`src/rtl/mux2_arbiter_pkg.sv`:
```
// mux2_arbiter shared types.
// FSM state encodings and small helpers.
package mux2_arbiter_pkg;

    typedef enum logic [1:0] {
        IDLE   = 2'd0,
        GRANT0 = 2'd1,
        GRANT1 = 2'd2
    } state_t;

    // Map a requester index to its grant state.
    function automatic state_t grant_of(input logic idx);
        return idx ? GRANT1 : GRANT0;
    endfunction

endpackage

```
`src/rtl/mux2_arbiter_if.sv`:
```
// Requester-side bundle of the shared mux2 channel.
// master = request sources, slave = arbiter.
interface mux2_arbiter_if;

    logic req0;
    logic req1;
    logic d0;
    logic d1;
    logic gnt0;
    logic gnt1;
    logic s0;
    logic z0;
    logic busy;

    modport master (
        output req0,
        output req1,
        output d0,
        output d1,
        input  gnt0,
        input  gnt1,
        input  s0,
        input  z0,
        input  busy
    );

    modport slave (
        input  req0,
        input  req1,
        input  d0,
        input  d1,
        output gnt0,
        output gnt1,
        output s0,
        output z0,
        output busy
    );

endinterface

```
`src/rtl/mux2_arbiter_mux2.sv`:
```
// Plain 2:1 mux datapath shared by both requesters.
// s0 = 0 selects d0, s0 = 1 selects d1.
module mux2_arbiter_mux2 (
    input  logic s0,
    input  logic d0,
    input  logic d1,
    output logic z0
);

    assign z0 = s0 ? d1 : d0;

endmodule

```
`src/rtl/mux2_arbiter.sv`:
```
// Round-robin arbiter with bounded hold for one mux2.
// Registered FSM drives the select; output gated when idle.
module mux2_arbiter
    import mux2_arbiter_pkg::*;
#(
    parameter int HOLD_MAX = 8,
    parameter int CW       = 4
) (
    input  logic         clk,
    input  logic         rstn,
    mux2_arbiter_if.slave bus
);

    localparam logic [CW-1:0] CNT_TOP = CW'(HOLD_MAX - 1);

    state_t        state;
    state_t        state_nx;
    logic [CW-1:0] cnt;
    logic [CW-1:0] cnt_nx;
    logic          last;
    logic          last_nx;
    logic          s0_q;
    logic          s0_nx;
    logic          g0;
    logic          g1;
    logic          busy;
    logic          mux_z;

    // State, hold counter, round-robin pointer and parked select.
    always_ff @(posedge clk or negedge rstn) begin
        if (!rstn) begin
            state <= IDLE;
            cnt   <= '0;
            last  <= 1'b1;
            s0_q  <= 1'b0;
        end else begin
            state <= state_nx;
            cnt   <= cnt_nx;
            last  <= last_nx;
            s0_q  <= s0_nx;
        end
    end

    // Next-state: arbitration, hold timeout and bookkeeping.
    always_comb begin
        state_nx = state;
        cnt_nx   = cnt;
        last_nx  = last;
        s0_nx    = s0_q;

        case (state)
            IDLE: begin
                if (bus.req0 && bus.req1) begin
                    state_nx = grant_of(~last);
                end else if (bus.req0) begin
                    state_nx = GRANT0;
                end else if (bus.req1) begin
                    state_nx = GRANT1;
                end
            end
            GRANT0: begin
                if (!bus.req0) begin
                    state_nx = bus.req1 ? GRANT1 : IDLE;
                end else if (bus.req1) begin
                    if (cnt == CNT_TOP) begin
                        state_nx = GRANT1;
                    end else begin
                        cnt_nx = cnt + CW'(1);
                    end
                end else begin
                    cnt_nx = '0;
                end
            end
            GRANT1: begin
                if (!bus.req1) begin
                    state_nx = bus.req0 ? GRANT0 : IDLE;
                end else if (bus.req0) begin
                    if (cnt == CNT_TOP) begin
                        state_nx = GRANT0;
                    end else begin
                        cnt_nx = cnt + CW'(1);
                    end
                end else begin
                    cnt_nx = '0;
                end
            end
            default: begin
                state_nx = IDLE;
            end
        endcase

        if (state_nx != state) begin
            cnt_nx = '0;
        end

        if (state_nx == GRANT0) begin
            s0_nx = 1'b0;
            if (state != GRANT0) begin
                last_nx = 1'b0;
            end
        end else if (state_nx == GRANT1) begin
            s0_nx = 1'b1;
            if (state != GRANT1) begin
                last_nx = 1'b1;
            end
        end
    end

    assign g0   = (state == GRANT0);
    assign g1   = (state == GRANT1);
    assign busy = g0 | g1;

    mux2_arbiter_mux2 u_mux2 (
        .s0 (s0_q),
        .d0 (bus.d0),
        .d1 (bus.d1),
        .z0 (mux_z)
    );

    assign bus.gnt0 = g0;
    assign bus.gnt1 = g1;
    assign bus.busy = busy;
    assign bus.s0   = s0_q;
    assign bus.z0   = mux_z & busy;

endmodule

```
`src/flat_wrapper.sv`:
```
// flat-port wrapper written by rule: the top's interface ports become plain ports
module mux2_arbiter_flat import mux2_arbiter_pkg::*;
#(
    parameter int HOLD_MAX = 8,
    parameter int CW       = 4
)
  (clk, rstn, bus_req0, bus_req1, bus_d0, bus_d1, bus_gnt0, bus_gnt1, bus_s0, bus_z0, bus_busy);
  mux2_arbiter_if bus_i ();
  input  logic clk;
  input  logic rstn;
  input wire logic [$bits(bus_i.req0)-1:0] bus_req0;
  input wire logic [$bits(bus_i.req1)-1:0] bus_req1;
  input wire logic [$bits(bus_i.d0)-1:0] bus_d0;
  input wire logic [$bits(bus_i.d1)-1:0] bus_d1;
  output wire logic [$bits(bus_i.gnt0)-1:0] bus_gnt0;
  output wire logic [$bits(bus_i.gnt1)-1:0] bus_gnt1;
  output wire logic [$bits(bus_i.s0)-1:0] bus_s0;
  output wire logic [$bits(bus_i.z0)-1:0] bus_z0;
  output wire logic [$bits(bus_i.busy)-1:0] bus_busy;
  assign bus_i.req0 = bus_req0;
  assign bus_i.req1 = bus_req1;
  assign bus_i.d0 = bus_d0;
  assign bus_i.d1 = bus_d1;
  assign bus_gnt0 = bus_i.gnt0;
  assign bus_gnt1 = bus_i.gnt1;
  assign bus_s0 = bus_i.s0;
  assign bus_z0 = bus_i.z0;
  assign bus_busy = bus_i.busy;
  mux2_arbiter #(.HOLD_MAX(HOLD_MAX), .CW(CW)) u_core (.clk(clk), .rstn(rstn), .bus(bus_i));
endmodule
```
`config.mk`:
```
export PLATFORM = sky130hd
export DESIGN_NAME = mux2_arbiter_flat
export DESIGN_NICKNAME = d
export VERILOG_FILES = /design/src/rtl/mux2_arbiter_pkg.sv /design/src/rtl/mux2_arbiter_if.sv /design/src/rtl/mux2_arbiter_mux2.sv /design/src/rtl/mux2_arbiter.sv /design/src/flat_wrapper.sv
export SDC_FILE = /design/constraint.sdc
export NUM_CORES = 1
export LEC_CHECK = 0
export ABC_AREA = 0
export BUFFER_PORTS_ARGS = -buffer_cell sky130_fd_sc_hd__buf_2
export CAP_MARGIN = 15
export CORE_MARGIN = 10
export CORE_UTILIZATION = 49
export CTS_CLUSTER_SIZE = 24
export DETAILED_ROUTE_END_ITERATION = 16
export GPL_TIMING_DRIVEN = 0
export PLACE_DENSITY_LB_ADDON = 0.05
export SYNTH_ARGS = -nofsm -noshare
export SYNTH_HDL_FRONTEND = slang
export SYNTH_SLANG_ARGS = --single-unit
export TNS_END_PERCENT = 1
```
`constraint.sdc`:
```
create_clock -name clk -period 1.9 [get_ports clk]
set_input_delay 0 -clock clk [delete_from_list [all_inputs] [get_ports clk]]
set_output_delay 0 -clock clk [all_outputs]
set_load 0.02 [all_outputs]
```
==> impl_results.md, run 1 <==
- Status: finished, violations left
- Failing checks: negative setup slack
- DR iter-0 viols: 35
- Vias/cell: 6.06
- Synthesized cell area: 739 sq um
- Wirelength per Cell: 15.9 microns
- Layout cells sized above 1: 0.519
- Worst setup SP type: register
- Slew @ Worst Pin: 0.441 ns
- Minimum clock period: 1.92 ns
- Bufs on Longest Clock Path: 2
- Number of global-route vias before repair: 724
- Die Y: 58.8 microns
- Top cells by area, synth: dfrtp_1, ha_1, mux2i_1
- GR Util All Layers: 0.114
- Final hold vios: 0
- Synth Warn #: 0
- Max cap viols: 0
- Routed WL: 1.96 mm
- Synth top area share: 0.237
- Fin. max-slew vios: 0
- Post-Syn Instances: 83
- Pin count of the biggest net entering global routing: 11
- EDFF count, synth: 0
- Final Wtd Congestion: approximately 0.84
- Achievable Freq: 0.520 GHz
- Post-synthesis sequential area ratio: 0.272
- Critical path fanouts, max: 5
- Starting Density: 0.541
- CTS sink cnt: 8
- Ant diodes: 0
- Async set-reset flop share out of synthesis: 1.00
- Area grow syn2layout: 39.4%
- Leakage: 0.000432 uW
- Pre-CTS WS: -0.198 ns
- Worst-path clk slew: 0.06 ns
- Num rows: 13
- Grt ovf: 0
- Final Non-Filler Cells: 123
- NumNets Final: 121
- Power per cell area: 1580 nW/um^2
- Cell at the slowest stage of the critical path: dfrtp_2
- VDD IR-drop max: 1.06 mV
- Worst-Skew Late Latency: 0.26 ns
- Number of distinct library cells after synthesis: 33
- Worst Setup Path Type: reg -> reg
- DRC viols: 0
- Worst slew margin: 0.704
- Clock Tree Root: clkbuf_4
- Routed via count: 745
- H-Tree Depth: 1
- Final setup fails: 1
- TritonCTS Buffers: 3
- CP max stage delay: 0.45 ns
- Antenna violations before repair: 0
- # placed instances: 108
- Arrival @ worst endpoint: 2.10 ns
- Worst Skew: 0.0146 ns
- HPWL Detailed: 1.33 mm
- Cell Chain, Critical Path: buf_4 -> ha_4 -> nand2b_4 -> a221oi_2 -> a31oi_2 -> o31a_2 -> ha_4 -> nor2_1 -> nor2_1 -> a21oi_1
- Total die area: approximately 3500 sq um
- IO Pins: 11
- Final worst-path cycle share: 1.01
- Area of the core: 1370 sq um
- CTS tree: done
- Yosys reg bits: 8
- Syn nets: 95
- RSZ-0062 raised after global routing: true
- Synth cell count leaders: dfrtp_1, o21ai_0, ha_1, nor2_1
- Ys flop type: dfrtp_1
- First drt pass iteration count: 4
- R2R cell count: 10
- First-pass GRT wire length: around 3.3 mm
- Area leader, netlist: dfrtp_1
- Final antenna-violating net count: 0
- Die X: 58.8 microns
- Crit end category: register
- Mean cell area of the mapped netlist: 8.91 sq um
- Number of port buffers: 10
- Critical Path RT: 2.08 ns
- HP Class: in -> async
- Worst setup margin: -0.0237 ns
==> where the power goes <==
part | internal, uW | leakage [uW] | switching, uW | total (uW)
clock | 80.4 | 0.0000150 | 59.7 | 140
sequential | 236 | 0.000100 | 71.4 | 307
combinational | 539 | 0.000317 | 640 | 1180
==> registers in the layout (all words and copies together) (netlist names) <==
name,cells
u_core.last,1
u_core.state,2
u_core.bus.s0,1
u_core.cnt,4
==> kinds of logic (layout without fill, tap and decap cells) <==
| group | after synthesis | in the layout | synth area share |
|---|---|---|---|
| buffers and inverters | 8 | 33 | 0.0524 |
| muxes | 5 | 5 | 0.0694 |
| adders and majority gates | 6 | 6 | 0.102 |
| DFF | 8 | 8 | 0.272 |
| xor gates and xnor gates | 1 | 1 | 0.0118 |
| AOI/OAI and AO/OA | 26 | 26 | 0.245 |
| and+or+nand+nor | 29 | 29 | 0.247 |
==> cell type report <==
class                           instances  area, sq um
Multi-Input combinational cell         67          606
Fill cell                             107          335
Sequential cell                         8          204
Timing Repair Buffer                   22          143
Clock buffer                            4         26.3
Inverter                                5         21.3
Tap cell                               15         18.8
Buffer                                  2         12.5
==> final timing paths <==
check                                     startpoint                   endpoint  slack [ns]
hold / removal                                  rstn  u_core.bus.s0$_DFFE_PN0P_        0.13
hold reg to reg              u_core.last$_DFFE_PN1P_    u_core.last$_DFFE_PN1P_        0.52
min in group clk                            bus_req0  u_core.cnt[3]$_DFFE_PN0P_        0.21
setup reg to reg           u_core.state[0]$_DFF_PN0_    u_core.last$_DFFE_PN1P_       -0.02
max in group asynchronous                       rstn    u_core.last$_DFFE_PN1P_        1.52
setup / recovery           u_core.state[0]$_DFF_PN0_    u_core.last$_DFFE_PN1P_       -0.02
==> worst max-delay path: cells and delay by family (launching register included) <==
kind                     cells  cell delay (ns)
AO/OA/AOI/OAI                4             0.63
flip-flops                   1             0.45
adder cells (fa/ha/maj)      2             0.40
AND/OR/NAND/NOR              3             0.21
buffers and inverters        1             0.16
==> layout by cell type, fill, tap and decap left out, types with 2 or more instances in the layout <==
| cell | instances |
|---|---|
| buf_4 | 12 |
| inv_1 | 3 |
| o21ai_1 | 2 |
| nor2_1 | 5 |
| ha_4 | 5 |
| dfrtp_1 | 5 |
| nand2_1 | 3 |
| buf_2 | 11 |
| nand3_1 | 2 |
| a31oi_1 | 4 |
| mux2i_1 | 4 |
| o21ai_0 | 5 |
| dfrtp_2 | 2 |
| clkbuf_4 | 3 |
| or2b_1 | 3 |
| nand2_2 | 2 |
| nor2b_1 | 2 |
| a21oi_2 | 2 |
| a21oi_1 | 3 |
| nor4_2 | 3 |
==> per-layer routing <==
| metal | track usage | wire length [microns] | vias to the layer above |
|---|---|---|---|
| li1 | - | - | 363 |
| met1 | 0.148 | 863 | 341 |
| met2 | 0.183 | 931 | 37 |
| met3 | 0.0451 | 147 | 4 |
| met4 | 0 | 17 | 0 |
| met5 | 0 | 0 | - |
==> through the flow <==
stage | power (uW) | setup TNS [ns] | utilization | hold WS [ns] | cell area [sq um]
after global routing | 1750 | -0.188 | 0.755 | 0.127 | 1030
final | 1630 | -0.0237 | 0.755 | 0.126 | 1030
after detailed placement | 1230 | -0.663 | 0.625 | -0.147 | 855
after CTS | 1520 | -0.0141 | 0.716 | 0.108 | 978
after global placement | 1210 | -0.429 | 0.625 | -0.152 | 855
after floorplan | 1040 | 0 | - | -0.296 | 786
==> what timing repair did <==
item / CTS / global route
endpoints found under the setup margin: 6 / 6
gates resized for setup: 8 / 11
setup buffers: 8 / 3
endpoints found under the hold margin: 8 / 0
pin swaps: 7 / 7
hold buffers: 1 / 0
(Power assumes the default switching activity.)
==> inputs of run 2 (changes only) <==
--- a/config.mk
+++ b/config.mk
@@ -6,7 +6,7 @@
 export NUM_CORES = 1
 export LEC_CHECK = 0
 export ABC_AREA = 0
-export BUFFER_PORTS_ARGS = -buffer_cell sky130_fd_sc_hd__buf_2
+export BUFFER_PORTS_ARGS = -buffer_cell sky130_fd_sc_hd__clkbuf_2
 export CAP_MARGIN = 15
 export CORE_MARGIN = 10
 export CORE_UTILIZATION = 49
==> run 2 against run 1 <==
The run now ends clean. Final area grew 1.8%. Flip-flop and latch count unchanged. Global-route usage shrank 0.26 points. Critical path depth shrank 1. Final cell count rose by 2.4%. Maximum frequency grew 1.3%. Largest cell class unchanged. Worst hold slack lost 0.016 ns. Sequential power barely moved. Worst setup slack improved by 0.025 ns. Clock skew down 0.0038 ns. Die area is the same. Combinational power about the same.
==> impl_results.md, run 2 (synthesis results as in run 1) <==
- Final worst-path cycle share: 0.999
- R2R Path Start: u_core.cnt[1]$_DFFE_PN0P_
- Final setup fails: 0
- Die X: 58.8 microns
- VDD IR-drop max: 1.10 mV
- Minimum clock period: 1.90 ns
- R2R cell count: 9
- R2R Path End: u_core.last$_DFFE_PN1P_
- First-pass GRT wire length: 3.08 mm
- Max cap viols: 0
- Achievable Freq: 0.527 GHz
- Total die area: 3460 sq um
- R2r setup slk: 0.001 ns
- DR iter-0 viols: 15
- Max reg flops: 4
- Clock power share: 0.087
- Worst-path clk slew: 0.06 ns
- Global Route met2 Usage: 0.176
- Arrival @ worst endpoint: between 2 and 2.5 ns
- Final antenna-violating net count: 0
- CTS sink cnt: 8
- Largest Register: u_core.cnt
- Die Y: 58.8 microns
- Routed via count: 740
- Layout cells sized above 1: 0.514
- Wirelength per Cell: 15.3 microns
- Ant diodes: 0
- HP Class: in -> async
- HPWL Detailed: 1.32 mm
- Worst-Skew Late Latency: 0.26 ns
- Worst setup SP type: register
- Bufs on Longest Clock Path: 2
- Leakage: 0.000455 uW
- Worst setup margin: 0.00143 ns
- Number of global-route vias before repair: 713
- RSZ-0062 raised after global routing: true
- Power per cell area: 1560 nW/um^2
- Starting Density: 0.541
- Crit end category: register
- Critical path fanouts, max: 5
- Fin util: 0.768
- Commonest non-fill, non-tap cell in the layout: buf_4
- Number of port buffers: 10
- IO Pins: 11
- Area of the core: 1370 sq um
- DRC viols: 0
- Regs by FF count: u_core.cnt (4), u_core.state (2)
- Area grow syn2layout: 42.0%
- Final hold vios: 0
- Critical Path RT: 2.08 ns
- Worst Skew: 0.0108 ns
- H-Tree Depth: 1
- Vias/cell: 5.87
- Leading cell types in the layout, fill and taps excluded: buf_4, clkbuf_2, nor2_1, o21ai_0, dfrtp_1
- GR Util All Layers: 0.111
- First drt pass iteration count: 6
- Fin. max-slew vios: 0
- Pin count of the biggest net entering global routing: 11
- Grt ovf: 0
- Comb pwr share: 0.726
- Gr busiest metal: met2
- Worst slew margin: 0.725
- Final Wtd Congestion: 0.838
- Register area: 204 sq um
- Switching pwr: 767 uW
- CTS tree: done
- Pre-CTS WS: -0.197 ns
- Internal power: 867 uW
- # placed instances: approximately 110
- Net Sw Frac: 0.470
- Routed WL: 1.93 mm
- # fillers: 102
- Antenna violations before repair: 0
- Worst Setup Path Type: reg -> reg
- GR Util met1: 0.131
- Status: completed
- Clock Tree Root: clkbuf_4
- Num rows: 13
- TritonCTS Buffers: 3
- Area of the multi-input gates: 602 sq um
- Slew @ Worst Pin: 0.409 ns
- Met3 Use GR: 0.0408
- NumNets Final: 124
- Sequential share of power: 0.186
- Final Non-Filler Cells: 126
[run 2: what timing repair did]
action / CTS / global route
endpoints found under the hold margin: 8 / 0
hold buffers: 1 / 0
buffers inserted: 7 / 7
resized for setup: 7 / 11
endpoints found under the setup margin: 6 / 6
pin swaps: 5 / 9
[run 2: worst max-delay path: stages (launching register included)]
cell     delay (ns)
dfrtp_1        0.40
ha_2           0.18
and3b_4        0.22
or2b_1         0.23
a22oi_2        0.16
a21oi_2        0.12
ha_4           0.27
nor2_2         0.08
nor2_1         0.04
a21oi_1        0.11
[run 2: cell type report]
| type | instances | share of cell area |
|---|---|---|
| plain buffers | 2 | 0.0119 |
| well taps | 15 | 0.0179 |
| clock buffers | 4 | 0.0250 |
| repair buffers | 25 | 0.157 |
| multi-input cells | 67 | 0.573 |
| flip-flops and latches | 8 | 0.194 |
| inverters | 5 | 0.0203 |
[run 2: per-stage QoR]
stage	setup TNS (ns)	power, uW	hold slack, ns	instance area [sq um]
after floorplan	0	1040	-0.296	786
after global placement	-0.425	1210	-0.147	855
after detailed placement	-0.952	1230	-0.140	855
after CTS	0	1490	0.110	971
after global routing	-0.103	1770	0.161	1050
final	0	1630	0.110	1050
[run 2: how the worst max path moves through the flow]
stage	from	end	slack (ns)	cells after the start
after global placement	u_core.state[1]$_DFF_PN0_	u_core.last$_DFFE_PN1P_	-0.17	9
final	u_core.cnt[1]$_DFFE_PN0P_	u_core.last$_DFFE_PN1P_	0.001	9
after detailed placement	u_core.state[1]$_DFF_PN0_	u_core.last$_DFFE_PN1P_	-0.20	10
after global routing	u_core.state[1]$_DFF_PN0_	u_core.last$_DFFE_PN1P_	-0.08	10
after CTS	u_core.state[0]$_DFF_PN0_	u_core.last$_DFFE_PN1P_	0.0001	11
after floorplan	u_core.state[0]$_DFF_PN0_	u_core.last$_DFFE_PN1P_	0.003	10
[run 2: layer usage]
metal / wire (microns) / vias to the layer above
li1: - / 365
met1: 849 / 344
met2: 928 / 25
met3: 127 / 6
met4: 25 / 0
met5: 0 / -
[run 2: power groups by stage]
stage	clock, uW	combinational, uW	sequential, uW
5_1_grt	155	1310	313
6_report	143	1190	304
4_1_cts	149	1040	295
3_3_place_gp	0	895	317
3_5_place_dp	0	907	319
2_1_floorplan	0	727	312
==> inputs of run 3 (changes only) <==
--- a/config.mk
+++ b/config.mk
@@ -13,7 +13,7 @@
 export CTS_CLUSTER_SIZE = 24
 export DETAILED_ROUTE_END_ITERATION = 16
 export GPL_TIMING_DRIVEN = 0
-export PLACE_DENSITY_LB_ADDON = 0.05
+export PLACE_DENSITY = 0.73
 export SYNTH_ARGS = -nofsm -noshare
 export SYNTH_HDL_FRONTEND = slang
 export SYNTH_SLANG_ARGS = --single-unit
==> run 3 against run 2 <==
Worst setup slack lost 0.080 ns. Via count grew 12%. Critical path type unchanged. Clock power is essentially flat. Largest power group unchanged. Sequential share of layout area shrank 1.5 points. Register-to-register slack lost 0.08 ns. The run now ends with negative setup slack left. Count of clock-buffer cells in the layout is the same. Critical endpoint unchanged.
==> impl_results.md, run 3 (synthesis results as in run 1) <==
- Max reg flops: 4
- Clock Tree Root: clkbuf_4
- Arrival @ worst endpoint: 2.16 ns
- Worst Hold Slack: 0.110 ns
- Total die area: around 3500 sq um
- DRC viols: 0
- First-pass GRT wire length: 3.43 mm
- Area of the core: 1370 sq um
- Status: finished, violations left
- Final Wtd Congestion: 0.863
- Wirelength per Cell: 18.8 microns
- NumNets Final: 131
- DR iter-0 viols: 31
- Worst-path clk slew: 0.06 ns
- GR Util All Layers: 0.125
- Antenna violations before repair: 0
- Starting Density: 0.541
- Fin util: 0.831
- Bufs on Longest Clock Path: 2
- Minimum clock period: approximately 2 ns
- Met3 Use GR: 0.0343
- Number of port buffers: 10
- Layout cells sized above 1: 0.576
- Worst Skew: about 0.0064 ns
- Die X: between 50 and 60 microns
- Register area: approximately 200 sq um
- HP Class: in -> async
- IO Pins: 11
- Grt ovf: 0
- Power per cell area: 1660 nW/um^2
- Leading cell types in the layout, fill and taps excluded: buf_4, clkbuf_2, nor2_1, o21ai_0, dfrtp_1
- H-Tree Depth: 1
- Final setup fails: 2
- Slew @ Worst Pin: 0.637 ns
- Final antenna-violating net count: 0
- GR Util met1: 0.140
- Die Y: 58.8 microns
- Achievable Freq: between 0.5 and 0.6 GHz
- Final hold vios: 0
- Final worst-path cycle share: 1.04
- Vias/cell: 6.22
- Regs by FF count: u_core.cnt (4), u_core.state (2)
- Worst setup margin: -0.0790 ns
- Gr busiest metal: met2
- Num rows: 13
- CTS sink cnt: 8
- HPWL Detailed: 1.31 mm
- Critical path fanouts, max: 4
- Largest Register: u_core.cnt
- Global Route met2 Usage: 0.207
- Worst Setup Path Type: reg -> reg
- Area grow syn2layout: 53.5%
- # fillers: 74
- Failing checks: negative setup slack
- Ant diodes: 0
- Max cap viols: 0
- CTS tree: done
- Pre-CTS WS: -0.348 ns
- Pin count of the biggest net entering global routing: 11
- Number of global-route vias before repair: about 750
- Commonest non-fill, non-tap cell in the layout: buf_4
- VDD IR-drop max: 1.35 mV
- Routed via count: between 800 and 900
- Leakage: between 0.0004 and 0.0005 uW
- First drt pass iteration count: 4
- Worst slew margin: 0.572
- Fin. max-slew vios: 0
- Worst-Skew Late Latency: 0.26 ns
- Routed WL: 2.50 mm
- RSZ-0062 raised after global routing: true
- Area of the multi-input gates: 637 sq um
- Crit end category: register
- Worst setup SP type: register
- Critical Path RT: 2.08 ns
- TritonCTS Buffers: 3
==> run 3: final timing paths <==
check | slack (ns) | cells past startpoint | from | to
worst min-delay path | 0.11 | 2 | rstn | u_core.cnt[1]$_DFFE_PN0P_
worst min register to register | 0.54 | 2 | u_core.last$_DFFE_PN1P_ | u_core.last$_DFFE_PN1P_
worst max register to register | -0.08 | 9 | u_core.cnt[0]$_DFFE_PN0P_ | u_core.last$_DFFE_PN1P_
worst max-delay path | -0.08 | 9 | u_core.cnt[0]$_DFFE_PN0P_ | u_core.last$_DFFE_PN1P_
max in group asynchronous | 1.54 | 2 | rstn | u_core.last$_DFFE_PN1P_
min in group clk | 0.20 | 4 | bus_req0 | u_core.cnt[3]$_DFFE_PN0P_
==> run 3: final cells by class <==
type | instances | area share
Inverter | 5 | 0.0187
Buffer | 2 | 0.0110
Tap cell | 15 | 0.0165
Sequential cell | 8 | 0.180
Timing Repair Buffer | 32 | 0.190
Clock buffer | 4 | 0.0232
Multi-Input combinational cell | 67 | 0.561
==> run 3: report_power, final <==
part	internal (uW)	switching (uW)
registers	236	77.3
clock network	80.6	61.8
logic	654	772
total	970	911
==> run 3: through the flow <==
step                total power, uW  TNS [ns]  area (sq um)  instances
global route                   2010    -0.461          1130        133
global placement               1220    -0.921           855        108
detailed placement             1250     -1.19           855        108
CTS                            1610   -0.0204          1010        123
finish                         1880   -0.0949          1130        133
floorplan                      1040         0           786         83
==> run 3: metal layers <==
metal  routed length [microns]  part of all wire
met1                       985              0.39
met2                      1270              0.51
met3                       183             0.073
met4                        57             0.023
met5                         0                 0
==> run 3: worst max-delay path, cell delays in order, from the launching register on <==
cell and delay (ns):
dfrtp_1 0.38, ha_2 0.23, and3b_4 0.25, buf_4 0.13, a21oi_1 0.06, o31a_2 0.32, ha_4 0.27, nor2_2 0.08
nor2_1 0.05, a21oi_1 0.13
==> run 3: repair_timing <==
item                                   in CTS  in global routing
resized for setup                          13                 10
hold buffers                                1                  0
setup endpoints to repair                   6                  6
pin swaps                                   6                  8
endpoints found under the hold margin       8                  0
buffers inserted                           11                 10
